`src/rtl/any1_decode_queue.sv`:
```
// any1_decode_queue: elastic FIFO between the decoder and the register-fetch/issue stage.
// Records are opaque and pass through bit-exact. A flush drops every entry and any
// push in the same cycle.

package any1_decode_queue_pkg;

  // Decoded instruction record handed from decode to issue
  typedef struct packed {
    logic        ui;             // unimplemented instruction
    logic [2:0]  Stream;         // fetch stream tag
    logic        predict_taken;  // branch predictor direction
    logic [7:0]  opcode;
    logic [5:0]  rd;
    logic [5:0]  rs1;
    logic [5:0]  rs2;
    logic [63:0] imm;
    logic        rfwr;
    logic        is_branch;
    logic        is_load;
    logic        is_store;
  } sDecode;

endpackage

module any1_decode_queue
  import any1_decode_queue_pkg::*;
#(
  parameter  int unsigned DEPTH = 4,
  localparam int unsigned AW    = $clog2(DEPTH)
) (
  input  logic          clk_i,
  input  logic          rst_i,
  input  logic          flush_i,
  input  logic          din_v_i,
  input  sDecode        din_i,
  output logic          din_rdy_o,
  output logic          dout_v_o,
  output sDecode        dout_o,
  input  logic          dout_rdy_i,
  output logic [AW:0]   count_o,
  output logic          full_o,
  output logic          empty_o
);

  localparam logic [AW:0] DEPTH_CNT = (AW+1)'(DEPTH);

  sDecode        r_mem [DEPTH];
  logic [AW-1:0] r_wp;
  logic [AW-1:0] r_rp;
  logic [AW:0]   r_count;

  logic          w_full;
  logic          w_empty;
  logic          w_push;
  logic          w_pop;

  // Full/empty come from the occupancy count only; pointers are equal in both cases.
  assign w_full  = (r_count == DEPTH_CNT);
  assign w_empty = (r_count == '0);

  // Ready ignores dout_rdy_i, so a full queue refuses input even while popping.
  assign w_push  = din_v_i & ~w_full  & ~flush_i;
  assign w_pop   = ~w_empty & dout_rdy_i & ~flush_i;

  assign din_rdy_o = ~w_full;
  assign dout_v_o  = ~w_empty;
  assign dout_o    = r_mem[r_rp];
  assign count_o   = r_count;
  assign full_o    = w_full;
  assign empty_o   = w_empty;

  // Storage write; contents need no reset because validity is tracked by count.
  always_ff @(posedge clk_i) begin
    if (w_push) begin
      r_mem[r_wp] <= din_i;
    end
  end

  // Pointer and occupancy update; reset and flush both empty the queue.
  always_ff @(posedge clk_i) begin
    if (rst_i) begin
      r_wp    <= '0;
      r_rp    <= '0;
      r_count <= '0;
    end else if (flush_i) begin
      r_wp    <= '0;
      r_rp    <= '0;
      r_count <= '0;
    end else begin
      if (w_push) begin
        r_wp <= r_wp + AW'(1);
      end
      if (w_pop) begin
        r_rp <= r_rp + AW'(1);
      end
      unique case ({w_push, w_pop})
        2'b10:   r_count <= r_count + (AW+1)'(1);
        2'b01:   r_count <= r_count - (AW+1)'(1);
        default: r_count <= r_count;
      endcase
    end
  end

  // Occupancy never exceeds capacity
  a_count_bound: assert property (@(posedge clk_i) disable iff (rst_i) r_count <= DEPTH_CNT);
  // No write into a full queue
  a_no_push_full: assert property (@(posedge clk_i) disable iff (rst_i) !(w_push && w_full));
  // No read from an empty queue
  a_no_pop_empty: assert property (@(posedge clk_i) disable iff (rst_i) !(w_pop && w_empty));

endmodule

```
`config.mk`:
```
export PLATFORM = sky130hd
export DESIGN_NAME = any1_decode_queue
export DESIGN_NICKNAME = d
export VERILOG_FILES = /design/src/rtl/any1_decode_queue.sv
export SDC_FILE = /design/constraint.sdc
export NUM_CORES = 1
export LEC_CHECK = 0
export CORE_MARGIN = 4
export CORE_UTILIZATION = 50
export CTS_CLUSTER_SIZE = 25
export DETAILED_ROUTE_END_ITERATION = 7
export PLACE_DENSITY = 0.78
export SLEW_MARGIN = 0
export SYNTH_ARGS = -nofsm -noshare
export SYNTH_HDL_FRONTEND = slang
export SYNTH_SLANG_ARGS = --single-unit
export TNS_END_PERCENT = 1
```
`constraint.sdc`:
```
create_clock -name clk_i -period 7.9 [get_ports clk_i]
set_input_delay 1.185 -clock clk_i [delete_from_list [all_inputs] [get_ports clk_i]]
set_output_delay 1.185 -clock clk_i [all_outputs]
set_load 0.03 [all_outputs]
```
==> results.cfg <==
[outcome]
outcome = finished, final reports clean

[sta]
slew_violations = 0
setup_viol = 0
rsz0062_at_grt = no
relSlewSlack = 0.377
skew_ns = 0.0174
tns_ns = 0
worst_pin_slew_ns = 0.934
max_freq_mhz = 214
hold_violations = 0
min_period_ns = 4.66
fin_crit_sh = 0.590

[place]
placed_area_sq_um = 17300
place.gp.congestion = 0.724
dp_hpwl_um = 16300
io_buffers = 209

[global_route]
gr-total-overflow = 0
grt_max_degree = 65
grt_pass1_wl_um = 43000
first_global_vias = 7259
track_usage = 0.171
grt_antenna_before_repair = 3

[floorplanning]
ios = 210
die-area_sq_um = 32300
die_x_um = 180
initial_core_util = 0.510
core_region_area_sq_um = 28900
num_rows = 62
die_h_um = 180

[finish]
area_growth_pct = 25.6
fin_nets = 920
drive_above_1_share = 0.206
nFillCells = 1902
stdcell_area_sq_um = 18500

[clock_network]
numCtsBuffers = 40
clockBufferDepth = 3
cts_root_buffer = clkbuf_16
cts-hold-fix-buffers = 0
postCtsResizedCells = 0
postCtsSetupBuffers = 0
clk_pin_slew_ns = 0.06
ctsHtreeMaxLevel = 2
tritoncts = yes
insertion_delay_ns = 0.52
cts_sinks = 405

[critical_path]
cp-start-kind = flip-flop
critPathRequiredTime_ns = 6.71
cp_cell_sequence = buf_4, mux4_2, clkdlybuf4s50_1
crit_slowest_cell = dfxtp_4
worstPathArrival_ns = 3.48
max_stage_delay_ns = 0.91
end_kind = output port
path_max_fanout = 44
critPathKind = flip-flop to output port

[route]
avgRoutedWirePerCell_um = 22.4
dr_total_vias = 6702
drt_iter0_markers = 617
vias_per_cell = 5.48
wirelength_um = 27400
antenna_left = 0
drc = 0
drt-pass1-iter-count = 5

[flow_run]
drv_cap = 0

[power]
peakVddDrop_uv = 171
clockPowerShare = 0.409
power_frac_comb = 0.052
power.density_nw_per_um2 = 240
p_sw_uw = 865
p_leak_nw = 5.76
p_int_mw = 3.59
swShare = 0.194
p_seq_frac = 0.539

[yosys]
syn-mean-instance-area_sq_um = 25.6
synth_nets = 686
synth_area_sq_um = 14800
ys_warn_count = 0
syn_inst = 576
synth_seq_cells = 405
synth.distinct_cells = 28
ys_seq_area_frac = 0.818

[hold_path]
min_path_type = flip-flop to flip-flop
## Yosys cell counts (all sizes together)
cell type    n  area [sq um]
edfxtp     396         11900
mux4        99          2230
buf         15           110
clkbuf       9          33.8
dfxtp        9           180
inv          8          30.0
a21oi        6          30.0
ha           5          62.6
nor2         5          18.8
and3         4          25.0
o21ai        3          15.0
or3          3          18.8
xor2         2          17.5
a21o         1          7.51
and2         1          8.76
fa           1          20.0
nand2b       1          6.26
nand3        1          5.00
nand3b       1          7.51
nand4        1          6.26
nor2b        1          6.26
nor3         1          5.00
o31ai        1          12.5
or2          1          6.26
or3b         1          8.76
## path summary, 6_finish.rpt
check,start,end,slack (ns),cells past startpoint
setup / recovery,flip-flop,dout_o[98],3.24,3
hold / removal,r_rp[1]$_SDFFE_PP0P_,flip-flop,0.48,2
setup reg to reg,count_o[0]$_SDFFE_PP0P_,r_mem[0][67]$_DFFE_PP_,5.17,3
hold reg to reg,r_rp[1]$_SDFFE_PP0P_,flip-flop,0.48,2
## worst max-delay path, delay by kind of cell (launching register included)
| kind | cells | cell delay (ns) |
|---|---|---|
| muxes | 1 | 0.59 |
| DFF | 1 | 0.91 |
| buffers and inverters | 2 | 1.43 |
## metal layers
layer	wire (um)	track usage
met5	26	0
met4	470	0.0381
met3	2210	0.0495
met2	13100	0.262
met1	11600	0.249
## sequential cells by signal, summed over array words and instances, names as in the netlist, named ones only
| signal | count |
|---|---|
| r_rp | 2 |
| r_wp | 2 |
| r_mem | 396 |
| count_o | 3 |
## cell families after synthesis
| kind of cell | share of synthesized area |
|---|---|
| compound gates | 0.00441 |
| xor+xnor | 0.00119 |
| fa+ha+maj | 0.00559 |
| buf+inv | 0.0118 |
| flops | 0.818 |
| mux | 0.151 |
| simple gates | 0.00831 |
## power by group through the flow
| stage | sequential (mW) | combinational, mW | clock (mW) |
|---|---|---|---|
| floorplan | 2.44 | 0.0976 | 0 |
| global placement | 2.44 | 0.227 | 0 |
| detailed placement | 2.44 | 0.231 | 0 |
| CTS | 2.40 | 0.233 | 1.86 |
| global route | 2.40 | 0.243 | 1.98 |
| finish | 2.40 | 0.230 | 1.82 |
## final cells by class
class                   instances  area [sq um]  area share
multi-input cells             139          2540       0.137
diodes                          1          2.50    0.000135
inverters                       8          30.0     0.00162
well taps                     384           480      0.0259
clock inverters                20           211      0.0114
clock buffers                  50          1060      0.0571
flip-flops and latches        405         12100       0.651
repair buffers                216          2140       0.116
## per-stage QoR
| step | instances | setup slack, ns | hold slack (ns) | power (mW) | utilization |
|---|---|---|---|---|---|
| 2_1_floorplan | 576 | 3.54 | 0.459 | 2.54 | - |
| 3_3_place_gp | 1152 | 3.61 | 0.464 | 2.67 | 0.597 |
| 3_5_place_dp | 1152 | 3.61 | 0.479 | 2.68 | 0.597 |
| 4_1_cts | 1222 | 3.04 | 0.482 | 4.50 | 0.641 |
| 5_1_grt | 1222 | 2.87 | 0.528 | 4.62 | 0.641 |
| 6_report | 1223 | 3.24 | 0.484 | 4.45 | 0.641 |
## cells in the final DEF, fill, tap and decap left out
cell,instances
clkbuf_1,9
fa_1,1
and2_4,1
edfxtp_1,396
clkinvlp_4,3
o31ai_2,1
clkbuf_16,41
clkdlybuf4s50_1,209
dfxtp_4,2
inv_6,2
nand3b_1,1
clkinv_2,8
o21ai_0,3
nand3_1,1
bufinv_16,4
or3b_1,1
nor2b_1,1
xor2_1,2
or2_2,1
nand2b_1,1
clkinv_1,3
ha_1,5
a21oi_1,6
dfxtp_1,7
a21o_1,1
buf_4,7
diode_2,1
or3_1,3
inv_1,8
and3_4,4
nand4_1,1
nor2_1,5
mux4_2,99
nor3_1,1
No activity file was read; power rests on OpenSTA's default activity.
